File: src/rtl/alu_pkg.sv
// Shared constants for the 8-bit registered ALU: operand width and opcode encodings.
package alu_pkg;

    localparam int ALU_W = 8;

    localparam logic [2:0] OP_ADD = 3'b000;
    localparam logic [2:0] OP_SUB = 3'b001;
    localparam logic [2:0] OP_AND = 3'b010;
    localparam logic [2:0] OP_OR  = 3'b011;
    localparam logic [2:0] OP_XOR = 3'b100;
    localparam logic [2:0] OP_NOT = 3'b101;
    localparam logic [2:0] OP_SHL = 3'b110;
    localparam logic [2:0] OP_SHR = 3'b111;

    // Arithmetic and shift ops produce a meaningful carry and update the sticky flag.
    function automatic logic is_carry_op(input logic [2:0] op_sel);
        return (op_sel == OP_ADD) || (op_sel == OP_SUB) ||
               (op_sel == OP_SHL) || (op_sel == OP_SHR);
    endfunction

endpackage

File: src/rtl/alu_adder8.sv
// Combinational ripple-carry adder for the ALU datapath; SUB reuses it with an inverted b.
module alu_adder8
    import alu_pkg::*;
(
    input  logic [ALU_W-1:0] a,
    input  logic [ALU_W-1:0] b,
    input  logic             cin,
    output logic [ALU_W-1:0] sum,
    output logic             cout
);

    logic [ALU_W:0] carry;

    assign carry[0] = cin;

    generate
        for (genvar gi = 0; gi < ALU_W; gi++) begin : g_bit
            assign sum[gi]       = a[gi] ^ b[gi] ^ carry[gi];
            assign carry[gi + 1] = (a[gi] & b[gi]) | (carry[gi] & (a[gi] ^ b[gi]));
        end
    endgenerate

    assign cout = carry[ALU_W];

endmodule

File: src/rtl/alu_8bit.sv
// 8-bit registered ALU with carry-out, sticky carry flag and zero flag (one-cycle latency).
// Define ALU_ROTATE_EN to turn SHL/SHR into rotates (fill from the outgoing bit, cin ignored).
module alu_8bit
    import alu_pkg::*;
(
    input  logic             clk,
    input  logic             rst,
    input  logic [ALU_W-1:0] A,
    input  logic [ALU_W-1:0] B,
    input  logic [2:0]       op,
    input  logic             cin,
    output logic [ALU_W-1:0] out,
    output logic             cout,
    output logic             c_flag,
    output logic             zero
);

    logic [ALU_W-1:0] add_b;
    logic [ALU_W-1:0] add_sum;
    logic             add_cout;
    logic             shl_fill;
    logic             shr_fill;

    logic [ALU_W-1:0] out_reg,    out_next;
    logic             cout_reg,   cout_next;
    logic             c_flag_reg, c_flag_next;
    logic             zero_reg,   zero_next;

    assign add_b = (op == OP_SUB) ? ~B : B;

    alu_adder8 u_adder (
        .a    (A),
        .b    (add_b),
        .cin  (cin),
        .sum  (add_sum),
        .cout (add_cout)
    );

`ifdef ALU_ROTATE_EN
    assign shl_fill = A[ALU_W-1];
    assign shr_fill = A[0];
`else
    assign shl_fill = cin;
    assign shr_fill = cin;
`endif

    always_comb begin
        out_next  = '0;
        cout_next = 1'b0;
        case (op)
            OP_ADD, OP_SUB: begin
                out_next  = add_sum;
                cout_next = add_cout;
            end
            OP_AND: out_next = A & B;
            OP_OR:  out_next = A | B;
            OP_XOR: out_next = A ^ B;
            OP_NOT: out_next = ~A;
            OP_SHL: begin
                out_next  = {A[ALU_W-2:0], shl_fill};
                cout_next = A[ALU_W-1];
            end
            OP_SHR: begin
                out_next  = {shr_fill, A[ALU_W-1:1]};
                cout_next = A[0];
            end
            default: begin
                out_next  = '0;
                cout_next = 1'b0;
            end
        endcase
        c_flag_next = is_carry_op(op) ? cout_next : c_flag_reg;
        zero_next   = (out_next == '0);
    end

    always_ff @(posedge clk) begin
        if (rst) begin
            out_reg    <= '0;
            cout_reg   <= 1'b0;
            c_flag_reg <= 1'b0;
            zero_reg   <= 1'b1;
        end else begin
            out_reg    <= out_next;
            cout_reg   <= cout_next;
            c_flag_reg <= c_flag_next;
            zero_reg   <= zero_next;
        end
    end

    assign out    = out_reg;
    assign cout   = cout_reg;
    assign c_flag = c_flag_reg;
    assign zero   = zero_reg;

endmodule

File: config.mk
export PLATFORM = sky130hd
export DESIGN_NAME = alu_8bit
export DESIGN_NICKNAME = d
export VERILOG_FILES = /design/src/rtl/alu_pkg.sv /design/src/rtl/alu_adder8.sv /design/src/rtl/alu_8bit.sv
export SDC_FILE = /design/constraint.sdc
export NUM_CORES = 1
export LEC_CHECK = 0
export ABC_AREA = 1
export BUFFER_PORTS_ARGS = -buffer_cell sky130_fd_sc_hd__buf_4
export CAP_MARGIN = 20
export CORE_ASPECT_RATIO = 1.5
export CORE_UTILIZATION = 38
export DETAILED_ROUTE_END_ITERATION = 6
export SLEW_MARGIN = 0
export SYNTH_ARGS = -nofsm -noshare
export SYNTH_HDL_FRONTEND = slang
export SYNTH_SLANG_ARGS = --single-unit
File: constraint.sdc
create_clock -name clk -period 13.33 [get_ports clk]
set_input_delay 3.999 -clock clk [delete_from_list [all_inputs] [get_ports clk]]
set_output_delay 3.999 -clock clk [all_outputs]
set_load 0.02 [all_outputs]
# == After elaboration in Yosys (flattened, before gate mapping) ==
# Cells that the tools add are included.
# W data, S select, Z words.
# word_totals
inputBits,22
register_bits,11
# classes
bitwise_logic,45
muxes,3
eq_ne,7
n_reduce_logical,6
# ops
op,n
$pmux W8 S7,1
$and A1 B1 Y1,16
$not A8 Y8,2
$xor A1 B1 Y1,16
$eq A3 B3 Y1 const B,4
$and A8 B8 Y8,1
$logic_not A8 Y1,1
$mux W8,1
$or A1 B1 Y1,8
$or A8 B8 Y8,1
$xor A8 B8 Y8,1
$eq A3 B2 Y1 const B,2
$eq A3 B1 Y1 const B,1
$logic_not A3 Y1,1
$logic_or A1 B1 Y1,3
$pmux W1 S3,1
$reduce_or A2 Y1,1

# == Depth between registers and ports, before layout ==
# depth
ltp_word,20
mapped_depth,24
depth_no_buf,22

# == Cells and area by module ==
# Synthesis repeated with hierarchy kept, for this count alone.
# unflattened
hier_cells,242
hier_area_um2,1607.8
# by_module_without_submodules
module,area_each_um2,cells_per_inst,instances,seq_area_each_um2
alu_8bit,1410.1,224,1,220.2
alu_adder8,197.7,18,1,0.0

# == Least setup slack after synthesis ==
# OpenSTA, ideal clock, no wires.
# synth_timing
path_type,input to register
startpoint,in op[2]
endpoint,"reg zero_reg, in the netlist zero"
t_required_ns,13.271
n_path_buf,2
slack_ns,5.227
arrival_ns,8.044
path_stages,24
setup_time_ns,0.059
cell_sequence,buf_6 inv_2 buf_6 nand3_2 xor2_1 fa_1 inv_1 fa_1 inv_1 fa_1 fa_1 inv_1 fa_1 inv_1 fa_1 fa_1 inv_1 fa_1 or2_2 nand2_1 nand2_1 nor2_1 nand2_1 nand2_1
# synth_between
elab_chain_len,20
word_cells_on_any_way,49
classes_between,eq/ne: 7; mux: 2; bitwise: 37; reduce/logical: 3
# synth_rtl
element,line,text
start: declaration,alu_8bit.sv:10,"input logic [2:0] op,"
$eq A3 B1 Y1,"alu_8bit.sv:29, alu_8bit.sv:50",
$mux W8,alu_8bit.sv:29,assign add_b = (op == OP_SUB) ? ~B : B;
$xor A1 B1 Y1,"alu_adder8.sv:18, alu_adder8.sv:19",
$and A1 B1 Y1,alu_adder8.sv:19,assign carry[gi + 1] = (a[gi] & b[gi]) | (carry[gi] & (a[gi] ^ b[gi]));
$or A1 B1 Y1,alu_adder8.sv:19,
$and A1 B1 Y1,alu_adder8.sv:19,
$or A1 B1 Y1,alu_adder8.sv:19,
$and A1 B1 Y1,alu_adder8.sv:19,
(+4 left out),n/a,
$or A1 B1 Y1,alu_adder8.sv:19,
$and A1 B1 Y1,alu_adder8.sv:19,
$or A1 B1 Y1,alu_adder8.sv:19,
$and A1 B1 Y1,alu_adder8.sv:19,
$or A1 B1 Y1,alu_adder8.sv:19,
$xor A1 B1 Y1,alu_adder8.sv:18,assign sum[gi] = a[gi] ^ b[gi] ^ carry[gi];
$pmux W8 S7 (*),alu_8bit.sv:50,case (op)
$logic_not A8 Y1 (*),alu_8bit.sv:73,zero_next = (out_next == '0);
end signal: assignment,alu_8bit.sv:86,zero_reg <= zero_next;
end: declaration,alu_8bit.sv:27,"logic zero_reg, zero_next;"
# Mark *: on every way between the ends. The rest lies on a longest branch, timed or not.
# A chain may end at the register's enable or synchronous reset.

# == Final worst setup path ==
# Same ends and word-level chain as after synthesis.

==> impl_metrics.csv <==
group,metric,value,unit
flow_run,max-cap-violations,0,
timing,fmax,0.121,GHz
timing,setup-violations-final,0,
timing,min_period,8240,ps
cts,htreeDepth,1,
global_routing,grt_pass1_wl,6160,um
logic_synthesis,synth_cells,225,
timing,relSlewSlack,74.0,%
global_routing,grt_max_degree,27,
cts,cts_tree,"yes",
timing,grt_setup_unrepaired,"false",
critical_path,cpMostUsedCell,"fa_1",
routing,viasPerCell,4.97,
cts,clockBufferDepth,2,
worst_hold_path,hold_class,"reg2reg",
timing,hold_ws,474,ps
critical_path,crit_type,"in2reg",
routing,drt_iter0_drc,36,
power_and_ir_drop,p_leak,0.00100,uW
timing,setup_ws,5090,ps
logic_synthesis,ys_warn_count,0,
cts,cts_sinks,11,
place,port_buffers,32,
power_and_ir_drop,ir_drop,0.0664,mV
power_and_ir_drop,p_per_area,67.7,nW/um^2
global_routing,overflow,0,
critical_path,cp_cell_sequence,"buf_4, inv_2, nand3_2, xor2_1, fa_1, inv_1, fa_1, inv_1, fa_1, fa_1, inv_1, fa_1, inv_1, fa_1, fa_1, inv_1, fa_1, or2_2, nand2_1, nand2_1, nor2_1, nand2_1, nand2_1",
critical_path,crit_family,"adder cells",
global_routing,grt_pass1_vias,1398,
cts,clk_latency,230,ps
logic_synthesis,synth_nets,273,
logic_synthesis,yosysSeqAreaShare,14.3,%
finish,nFillCells,453,
timing,finalSetupTns,0,ps
worst_hold_path,holdPathStages,2,
critical_path,cp.depth,23,
timing,tightest_slew,389,ps
logic_synthesis,ys_ff_latch,11,
cts,cts_setup_buffers,0,
logic_synthesis,avgSynthCellArea,6.86,um^2
finish,antennaDiodeCount,0,
floorplan,io_pins,33,
power_and_ir_drop,p_total,121,uW
place,placed_area,1750,um^2
critical_path,crit_start,"op[2]",
finish,fin_area,1790,um^2
critical_path,reg2reg_depth,2,
routing,route.detailed.drc,0,
critical_path,cpPeakStageDelay,390,ps
worst_hold_path,whs_endpoint,"c_flag",
critical_path,start_kind,"primary input",
cts,hold_buffers,0,
critical_path,worstPathArrival,8420,ps
worst_hold_path,hp-start,"c_flag",
cts,cts_root_buf,"clkbuf_8",
finish,regArea,220,um^2
critical_path,reg2reg_to,"c_flag",
critical_path,crit_buf_inv,7,
place,post-place-ws,4850,ps
global_routing,antenna_found_initial,0,
global_routing,gr-usage-all-layers,19.4,%
critical_path,cp_max_fo,26,
place,dpl.hpwl,3010,um
finish,largest_register_ffs,8,
outcome,status,"completed",
timing,final.period_utilization,61.8,%
timing,maxSlewViolCount,0,
cts,path_clk_slew,50,ps
routing,wl_per_cell,12.4,um
logic_synthesis,post_synth_num_cell_types,26,
place,gp_congestion,0.852,
critical_path,worst_setup_path_end_kind,"flop",
timing,hold_viol,0,
critical_path,reg2reg_slack,12790,ps
floorplan,fp.dieH,80.1,um
floorplan,dieArea,4330,um^2
routing,drt-total-wl,3690,um
cts,cts_buffers,3,
routing,drtPass1Iterations,5,
critical_path,cp.required,13510,ps
floorplan,start_util,39.3,%
cts,postCtsResizedCells,0,
routing,antenna_left,0,
floorplan,coreArea,3920,um^2
logic_synthesis,syn_area,1540,um^2
critical_path,r2r-start,"c_flag",
routing,dr_total_vias,1477,
finish,drive_gt1_share,19.8,%
critical_path,slowest_stage,"fa_1",
finish,multi_input_area,1100,um^2
timing,finClkSkew,0,ps
finish,fin_nets,301,
floorplan,rows,28,
finish,area_growth,16.1,%
floorplan,die_w,54.0,um
metrics by stage:
step | util (%) | std cells
finish | 45.7 | 297
global route | 45.7 | 297
CTS | 45.7 | 297
detailed placement | 44.5 | 293
global placement | 44.5 | 293
floorplan | - | 225
power by group:
part / total [uW] / internal (uW) / switching, uW
sequential: 36.8 / 36.0 / 0.778
clock: 31.7 / 20.8 / 10.8
combinational: 52.9 / 20.7 / 32.2
total: 121 / 77.5 / 43.8
placed cells by master (no fill, tap or decap):
master / synthesis / layout
clkbuf_1: 1 / 1
dfxtp_1: 11 / 11
nand2_2: 1 / 1
nand2_1: 54 / 54
o221ai_1: 1 / 1
nand4_1: 19 / 19
and3_1: 1 / 1
buf_4: 1 / 32
inv_2: 4 / 4
inv_1: 32 / 32
nand4_2: 2 / 2
clkbuf_8: 0 / 3
xor2_1: 8 / 8
nand3_4: 1 / 1
o21ai_2: 1 / 1
o21ai_0: 4 / 4
or2_2: 3 / 3
fa_1: 8 / 8
nor2_2: 2 / 2
nor2_1: 32 / 32
nand3_2: 1 / 1
o21ai_1: 1 / 1
ha_1: 18 / 18
nand3_1: 12 / 12
final cells by class:
class / count / area share [%]
multi-input combinational: 169 / 61.1
clock buffer: 4 / 2.51
timing repair buffer: 32 / 13.4
inverter: 36 / 7.54
sequential: 11 / 12.3
tap: 45 / 3.14
per-layer routing:
| layer | up-vias | part of all wire [%] | routed length (um) | track usage [%] |
|---|---|---|---|---|
| li1 | 767 | - | - | - |
| met1 | 666 | 42 | 1550 | 23.0 |
| met2 | 40 | 53 | 1950 | 34.9 |
| met3 | 4 | 3.7 | 138 | 0.189 |
| met4 | 0 | 1.5 | 57 | 8.21 |
| met5 | - | 0 | 0 | 0 |
how the worst max path moves through the flow:
stage	slack [ps]	to
6_report	5090	zero
2_1_floorplan	5230	zero
5_1_grt	4790	zero
4_1_cts	5080	zero
3_5_place_dp	4850	zero
3_3_place_gp	4910	zero
tightest hold or removal path, stage by stage (launching register included):
cell and delay [ps]:
dfxtp_1 310, nand3_1 70, nand2_1 50
cells by family (layout without fill, tap and decap cells):
family                   after synthesis  in the layout  synth area share (%)
adder cells (fa/ha/maj)               26             26                  25.0
AND/OR/NAND/NOR                      128            128                  38.7
AO/OA/AOI/OAI                          7              7                  2.76
XOR/XNOR                               8              8                  4.54
flip-flops                            11             11                  14.3
buffers and inverters                 45             72                  14.7
Yosys cell counts (all sizes together):
cell type   n  area (um^2)
and3        1         6.26
buf         8         88.8
clkbuf      1         3.75
dfxtp      11          220
fa          8          160
ha         18          225
inv        36          135
nand2      55          209
nand3      14         87.6
nand4      21          144
nor2       34          133
o21ai       6         33.8
o221ai      1         8.76
or2         3         18.8
xor2        8         70.1
Note: power is estimated with default switching activity, not from simulation.
